<file path="src/rtl/mul_issue_ctrl.sv">
// RV32M multiply front end: issues one signed 32x32 multiply per request, waits for the
// multiplier's result, applies the unsigned-operand correction and returns the selected word.
module mul_issue_ctrl #(
  parameter int unsigned TIMEOUT = 16,
  parameter int unsigned RD_W    = 5
) (
  input  logic            clk,
  input  logic            rst_n,
  input  logic            req_valid,
  output logic            req_ready,
  input  logic [2:0]      req_funct3,
  input  logic [31:0]     req_rs1,
  input  logic [31:0]     req_rs2,
  input  logic [RD_W-1:0] req_rd,
  output logic            mul_en,
  output logic [31:0]     mul_a,
  output logic [31:0]     mul_b,
  input  logic [63:0]     mul_p,
  input  logic            mul_valid,
  output logic            rsp_valid,
  input  logic            rsp_ready,
  output logic [31:0]     rsp_data,
  output logic [RD_W-1:0] rsp_rd,
  output logic            rsp_err,
  output logic            busy
);

  localparam int unsigned CW = $clog2(TIMEOUT + 1);

  typedef enum logic [2:0] {
    S_IDLE,
    S_ISSUE,
    S_WAIT,
    S_FIX,
    S_RESP
  } state_t;

  state_t          state_q, state_d;
  logic [2:0]      f3_q, f3_d;
  logic [31:0]     rs1_q, rs1_d;
  logic [31:0]     rs2_q, rs2_d;
  logic [RD_W-1:0] rd_q, rd_d;
  logic [63:0]     p_q, p_d;
  logic [31:0]     data_q, data_d;
  logic            err_q, err_d;
  logic [CW-1:0]   cnt_q, cnt_d;

  logic [31:0]     hi, corr_a, corr_b;

  always_ff @(posedge clk or negedge rst_n) begin
    if (!rst_n) begin
      state_q <= S_IDLE;
      f3_q    <= '0;
      rs1_q   <= '0;
      rs2_q   <= '0;
      rd_q    <= '0;
      p_q     <= '0;
      data_q  <= '0;
      err_q   <= 1'b0;
      cnt_q   <= '0;
    end else begin
      state_q <= state_d;
      f3_q    <= f3_d;
      rs1_q   <= rs1_d;
      rs2_q   <= rs2_d;
      rd_q    <= rd_d;
      p_q     <= p_d;
      data_q  <= data_d;
      err_q   <= err_d;
      cnt_q   <= cnt_d;
    end
  end

  always_comb begin
    state_d = state_q;
    f3_d    = f3_q;
    rs1_d   = rs1_q;
    rs2_d   = rs2_q;
    rd_d    = rd_q;
    p_d     = p_q;
    data_d  = data_q;
    err_d   = err_q;
    cnt_d   = cnt_q;
    hi      = p_q[63:32];
    corr_a  = rs2_q[31] ? rs1_q : '0;
    corr_b  = rs1_q[31] ? rs2_q : '0;

    case (state_q)
      S_IDLE: begin
        if (req_valid) begin
          f3_d  = req_funct3;
          rs1_d = req_rs1;
          rs2_d = req_rs2;
          rd_d  = req_rd;
          cnt_d = '0;
          if (req_funct3[2]) begin
            data_d  = '0;
            err_d   = 1'b1;
            state_d = S_RESP;
          end else begin
            err_d   = 1'b0;
            state_d = S_ISSUE;
          end
        end
      end
      // mul_valid is deliberately not looked at here: it may still be high from the previous op
      S_ISSUE: begin
        cnt_d   = '0;
        state_d = S_WAIT;
      end
      S_WAIT: begin
        if (mul_valid) begin
          p_d     = mul_p;
          state_d = S_FIX;
        end else if (cnt_q == CW'(TIMEOUT - 1)) begin
          data_d  = '0;
          err_d   = 1'b1;
          state_d = S_RESP;
        end else begin
          cnt_d = cnt_q + CW'(1);
        end
      end
      S_FIX: begin
        case (f3_q[1:0])
          2'b00:   data_d = p_q[31:0];
          2'b01:   data_d = hi;
          2'b10:   data_d = hi + corr_a;
          default: data_d = hi + corr_a + corr_b;
        endcase
        state_d = S_RESP;
      end
      S_RESP: begin
        if (rsp_ready) state_d = S_IDLE;
      end
      default: state_d = S_IDLE;
    endcase
  end

  assign busy      = (state_q != S_IDLE);
  assign req_ready = (state_q == S_IDLE);
  assign mul_en    = (state_q == S_ISSUE);
  assign mul_a     = busy ? rs1_q : '0;
  assign mul_b     = busy ? rs2_q : '0;
  assign rsp_valid = (state_q == S_RESP);
  assign rsp_data  = rsp_valid ? data_q : '0;
  assign rsp_rd    = rsp_valid ? rd_q : '0;
  assign rsp_err   = rsp_valid ? err_q : 1'b0;

endmodule

</file>
<file path="config.mk">
export PLATFORM = sky130hd
export DESIGN_NAME = mul_issue_ctrl
export DESIGN_NICKNAME = d
export VERILOG_FILES = /design/src/rtl/mul_issue_ctrl.sv
export SDC_FILE = /design/constraint.sdc
export NUM_CORES = 1
export LEC_CHECK = 0
export ABC_AREA = 0
export CORE_AREA = 2 2 167 169
export DETAILED_ROUTE_END_ITERATION = 8
export DIE_AREA = 0 0 169 171
export MAX_ROUTING_LAYER = met4
export PLACE_DENSITY = 0.71
export SLEW_MARGIN = 20
export SYNTH_ARGS = -nofsm -noshare
export SYNTH_HDL_FRONTEND = slang
export SYNTH_SLANG_ARGS = --single-unit
export TNS_END_PERCENT = 10
</file>
<file path="constraint.sdc">
create_clock -name clk -period 6.73 [get_ports clk]
set_input_delay 2.019 -clock clk [delete_from_list [all_inputs] [get_ports clk]]
set_output_delay 2.019 -clock clk [all_outputs]
set_load 0.01 [all_outputs]
</file>
==> results.json, run 1 <==
{
  "status": "completed",
  "cp.required_ps": 7060,
  "finalHoldViolations": 0,
  "port_buffers": 246,
  "coreArea_um2": 27300,
  "clk_pin_slew_ps": 80,
  "synth_cells": 1204,
  "synth_top_area_frac": 0.367,
  "cts-hold-fix-buffers": 0,
  "crit_fanout": 21,
  "crit_chain": "and2_1, ha_1, inv_1, fa_1, nand2b_1, a21oi_1, o21a_1, o21ai_0, a21boi_0, o21a_1, o21ai_0, and2_1, ha_1, nand3_1, nor4_1, a21oi_1, a32oi_1, nand2_1, a211oi_1, xor2_1, mux4_2, a22o_1",
  "cts_tree": "built",
  "endpoint_kind": "register",
  "ctsResizeCount": 0,
  "cp.arrival_ps": 6250,
  "place_congestion": 0.897,
  "crit_slowest_cell": "dfrtp_1",
  "reg2reg_from": "rs2_q[31]",
  "period_share": 0.880,
  "cp-start-kind": "register",
  "ys_warn_count": 0,
  "critPathKind": "reg -> reg",
  "area_growth_pct": 27.3,
  "slew_headroom": 0.310,
  "antenna_found_initial": 1,
  "initial_utilization": 0.439,
  "route.detailed.drc": 0,
  "hp-class": "reg -> reg",
  "via_count": 10200,
  "vias_per_cell": 5.74,
  "hold_start": "data_q[10]",
  "yosysTopAreaCell": "dfrtp_1",
  "ios": 247,
  "first_iter_violations": 649,
  "dieArea_um2": 28900,
  "cts_buffer_depth": 2,
  "max-cap-violations": 0,
  "layout_min_cycle_time_ps": 5920,
  "clock.fmax_mhz": 169,
  "grt_pass1_wl_um": 57300,
  "cts_buffers": 17,
  "synth_seq_area_share": 0.367,
  "async_reset_ff_frac": 1.00,
  "syn-mean-instance-area_um2": 9.97,
  "synth_seq_cells": 176,
  "nets": 1626,
  "die_x_um": 169,
  "ant_nets": 0,
  "clock-sinks": 176,
  "root_buffer": "clkbuf_16",
  "yosys.cell_count.top_type": "dfrtp_1",
  "num_rows": 61,
  "die_y_um": 171,
  "critPathLaunch": "rs2_q[31]",
  "yosys-top-cells-area": "dfrtp_1, mux2_2, and2_1",
  "setup_viol": 0,
  "rsz0062_at_grt": "no",
  "post_cts_buffers": 0,
  "final_max_slew_viol_count": 0,
  "ys.flop_type": "dfrtp_1",
  "worst_pin_slew_ps": 1040,
  "cp_slowest_stage_delay_ps": 730,
  "finClkSkew_ps": 17.4,
  "antennaDiodeCount": 0,
  "wl_um": 36400,
  "synth_commonest_cells": "dfrtp_1, mux2_2, and2_1, a21oi_1, nand2_1",
  "first_global_vias": 10000,
  "dpl.hpwl_um": 26700,
  "grt_use_total": 0.262,
  "synth_edf_count": 0,
  "wl_per_cell_um": 20.5,
  "overflow": 0,
  "synth_cell_types": 67,
  "syn_nets": 1413,
  "drive_gt1_frac": 0.154,
  "grt_max_degree": 75,
  "dr.pass1.iters": 7,
  "syn-cell-area_um2": 12000,
  "htree_num_levels": 4,
  "insertion_delay_ps": 440,
  "setup_tns_ps": 0
}
-- critical path, delay by kind of cell, from the launching register on --
| kind | cells | cell delay [ps] |
|---|---|---|
| flops | 1 | 730 |
| simple gates | 6 | 1140 |
| xor+xnor | 1 | 100 |
| fa+ha+maj | 3 | 990 |
| mux | 1 | 450 |
| compound gates | 10 | 2340 |
| buf+inv | 1 | 60 |
-- area by class of cell --
type,count,area (µm²)
Fill cell,2445,12000
Inverter,31,116
Sequential cell,176,4400
Clock buffer,19,453
Clock inverter,13,131
Multi-Input combinational cell,934,7200
Timing Repair Buffer,257,2550
Tap cell,346,433
-- placed cells by master, fill, tap and decap left out, drive strengths merged, types with 6 or more instances in the layout --
cell           instances
mux2i                  8
nor2                  55
dfrtp                176
xnor2                 29
o211ai                 8
nand3                 20
clkdlybuf4s50        245
and3                  45
buf                   11
a21oi                 78
xor2                  16
inv                   42
a22o                  22
a31oi                 13
o21a                  10
clkbuf                20
nand2                 67
mux4                  18
ha                    66
a21o                  22
o21ai                 58
or3                    8
nand4                  7
o21bai                 9
a211oi                11
a21boi                 6
and2                 133
nor2b                  7
nor3                  15
mux2                 142
-- registers in the layout, indices dropped and copies added (netlist names) --
signal and count:
p_q 64, data_q 32, rs1_q 32, rs2_q 32, cnt_q 5, rd_q 5
state_q 3, f3_q 2, err_q 1
-- metal layers --
layer	up-vias	wire length, µm	share of wire	GRT usage
met5	-	0	0	-
met4	0	555	0.015	0.0654
met3	32	1860	0.051	0.0352
met2	344	16600	0.46	0.404
met1	5040	17400	0.48	0.369
li1	4786	-	-	-
-- cells by family after synthesis --
family	count (synthesis)	share of synthesized area
compound gates	272	0.148
buf+inv	94	0.0351
mux	168	0.174
fa+ha+maj	68	0.0721
xor+xnor	45	0.0328
flops	176	0.367
simple gates	381	0.171
-- stage by stage --
| step | area (µm²) | utilization | hold WS [ps] | instances | setup slack (ps) |
|---|---|---|---|---|---|
| after global routing | 15300 | 0.559 | 517 | 1776 | 213 |
| after global placement | 14700 | 0.538 | 456 | 1744 | 1060 |
| after CTS | 15300 | 0.559 | 492 | 1776 | 846 |
| after floorplan | 12000 | - | 442 | 1204 | 1900 |
| final | 15300 | 0.559 | 488 | 1776 | 809 |
| after detailed placement | 14700 | 0.538 | 470 | 1744 | 869 |
-- path summary, 6_finish.rpt --
check,endpoint,slack [ps],depth (start not counted)
setup / recovery,data_q[27],810,22
hold / removal,data_q[10],490,2
setup reg to reg,data_q[27],810,22
hold reg to reg,data_q[10],490,2
max in group asynchronous,p_q[43],4010,2
min in group asynchronous,rs1_q[9],1590,1
Power of run 1 is not shown: default switching activity piles up to over one toggle a cycle in this logic, so the estimate is an artifact.
==> run 2: changes to the inputs <==
--- a/config.mk
+++ b/config.mk
@@ -7,6 +7,7 @@
 export LEC_CHECK = 0
 export ABC_AREA = 0
 export CORE_AREA = 2 2 167 169
+export CTS_CLUSTER_SIZE = 28
 export DETAILED_ROUTE_END_ITERATION = 8
 export DIE_AREA = 0 0 169 171
 export MAX_ROUTING_LAYER = met4
==> results of run 2 <==
Final layout, timing and power as in run 1 (identical DEF).
Power of run 2 is left out for the same reason.
==> run 3: changes to the inputs <==
--- a/config.mk
+++ b/config.mk
@@ -6,12 +6,13 @@
 export NUM_CORES = 1
 export LEC_CHECK = 0
 export ABC_AREA = 0
+export CAP_MARGIN = 20
 export CORE_AREA = 2 2 167 169
 export CTS_CLUSTER_SIZE = 28
 export DETAILED_ROUTE_END_ITERATION = 8
 export DIE_AREA = 0 0 169 171
 export MAX_ROUTING_LAYER = met4
-export PLACE_DENSITY = 0.71
+export PLACE_DENSITY_LB_ADDON = 0.05
 export SLEW_MARGIN = 20
 export SYNTH_ARGS = -nofsm -noshare
 export SYNTH_HDL_FRONTEND = slang
==> results.json, run 3 (same netlist as run 1, synthesis figures left out) <==
{
  "n_fill_cell": 2528,
  "max-cap-violations": 0,
  "cts_buffer_depth": 2,
  "wl_um": 36100,
  "grt_use_total": 0.259,
  "cp.required_ps": 7060,
  "wl_per_cell_um": 20.3,
  "setup_viol": 0,
  "first_iter_violations": 776,
  "final_max_slew_viol_count": 0,
  "place_ws_ps": 829,
  "ant_nets": 0,
  "dpl.hpwl_um": 25900,
  "cts-hold-fix-buffers": 0,
  "dieArea_um2": 28900,
  "drive_gt1_frac": 0.152,
  "post_cts_buffers": 0,
  "endpoint_kind": "register",
  "place_congestion": 0.940,
  "critPathKind": "reg -> reg",
  "final_cell_mix": "clkdlybuf4s50_1, dfrtp_1, mux2_2",
  "min_to": "data_q[20]",
  "insertion_delay_ps": 450,
  "ios": 247,
  "htree_num_levels": 4,
  "grt_pass1_wl_um": 56400,
  "num_rows": 61,
  "hp-class": "reg -> reg",
  "dr_wl_met3_um": 2020,
  "largest_register": "p_q",
  "largest_reg_flops": 64,
  "rsz0062_at_grt": "no",
  "wl_met1_um": 17200,
  "slew_headroom": 0.287,
  "cp-start-kind": "register",
  "worst_pin_slew_ps": 1070,
  "overflow": 0,
  "worstReg2RegEnd": "data_q[27]",
  "root_buffer": "clkbuf_16",
  "setup_slack_ps": 813,
  "clock.fmax_mhz": 169,
  "reg2reg_depth": 22,
  "coreArea_um2": 27300,
  "clock-sinks": 176,
  "highest_layer": "met4",
  "layout_commonest_cell": "clkdlybuf4s50_1",
  "antenna_found_initial": 0,
  "finalHoldViolations": 0,
  "hold_start": "data_q[20]",
  "grt_max_degree": 94,
  "cp.arrival_ps": 6240,
  "reg2reg_from": "rs2_q[31]",
  "status": "completed",
  "route.detailed.drc": 0,
  "nets": 1626,
  "ctsResizeCount": 0,
  "cts_tree": "built",
  "clk_pin_slew_ps": 70,
  "vias_per_cell": 5.67,
  "die_x_um": 169,
  "initial_utilization": 0.439,
  "layout_min_cycle_time_ps": 5920,
  "routed-wl-met2_um": 16300,
  "port_buffers": 246,
  "dr.pass1.iters": 5,
  "r2r_setup_slack_ps": 810,
  "crit_fanout": 25,
  "area_growth_pct": 27.2,
  "period_share": 0.879,
  "die_y_um": 171,
  "min_delay_path_depth": 2,
  "holdWs_ps": 487,
  "setup_tns_ps": 0,
  "cts_buffers": 17,
  "finClkSkew_ps": 16.3,
  "via_count": 10100,
  "first_global_vias": 10000
}
-- run 3: cell count changes in the layout (fill, tap and decap cells not counted), sizes merged --
cell,change
bufinv,+1
inv,-5
clkinv,+2
diode,+1
clkinvlp,+2
-- run 3: layout make-up --
| type | count | area, µm² | area share |
|---|---|---|---|
| Antenna cell | 1 | 2.50 | 0.000164 |
| Clock buffer | 19 | 433 | 0.0283 |
| Clock inverter | 13 | 148 | 0.00966 |
| Inverter | 31 | 116 | 0.00762 |
| Multi-Input combinational cell | 934 | 7190 | 0.471 |
| Sequential cell | 176 | 4400 | 0.288 |
| Tap cell | 346 | 433 | 0.0283 |
| Timing Repair Buffer | 257 | 2550 | 0.167 |
-- run 3: metal layers --
layer  track usage  up-vias
li1              -     4800
met1         0.355     4894
met2         0.406      345
met3        0.0400       37
met4        0.0587        0
met5             -        -
-- run 3: worst max path at each step --
stage                   start         end  depth (start not counted)
CTS                 rs2_q[31]  data_q[27]                         22
finish              rs2_q[31]  data_q[27]                         22
floorplan           rs2_q[31]  data_q[27]                         21
global placement    rs2_q[31]  data_q[27]                         22
detailed placement  rs2_q[31]  data_q[27]                         22
global route        rs2_q[31]  data_q[27]                         22
-- run 3: stage by stage --
step | area [µm²] | util | cells
2_1_floorplan | 12000 | - | 1204
3_3_place_gp | 14700 | 0.538 | 1744
3_5_place_dp | 14700 | 0.538 | 1744
4_1_cts | 15300 | 0.559 | 1776
5_1_grt | 15300 | 0.559 | 1776
6_report | 15300 | 0.559 | 1777
-- run 3: critical path: stages (launching register included) --
cell and delay (ps):
dfrtp_1 800, and2_1 230, ha_1 180, inv_1 60, fa_1 420, nand2b_1 180
a21oi_1 290, o21a_1 210, o21ai_0 100, a21boi_0 250, o21a_1 160, o21ai_0 100
and2_1 160, ha_1 390, nand3_1 150, nor4_1 270, a21oi_1 130, a32oi_1 600
nand2_1 110, a211oi_1 260, xor2_1 100, mux4_2 460, a22o_1 190
Power of run 3 is left out for the same reason.
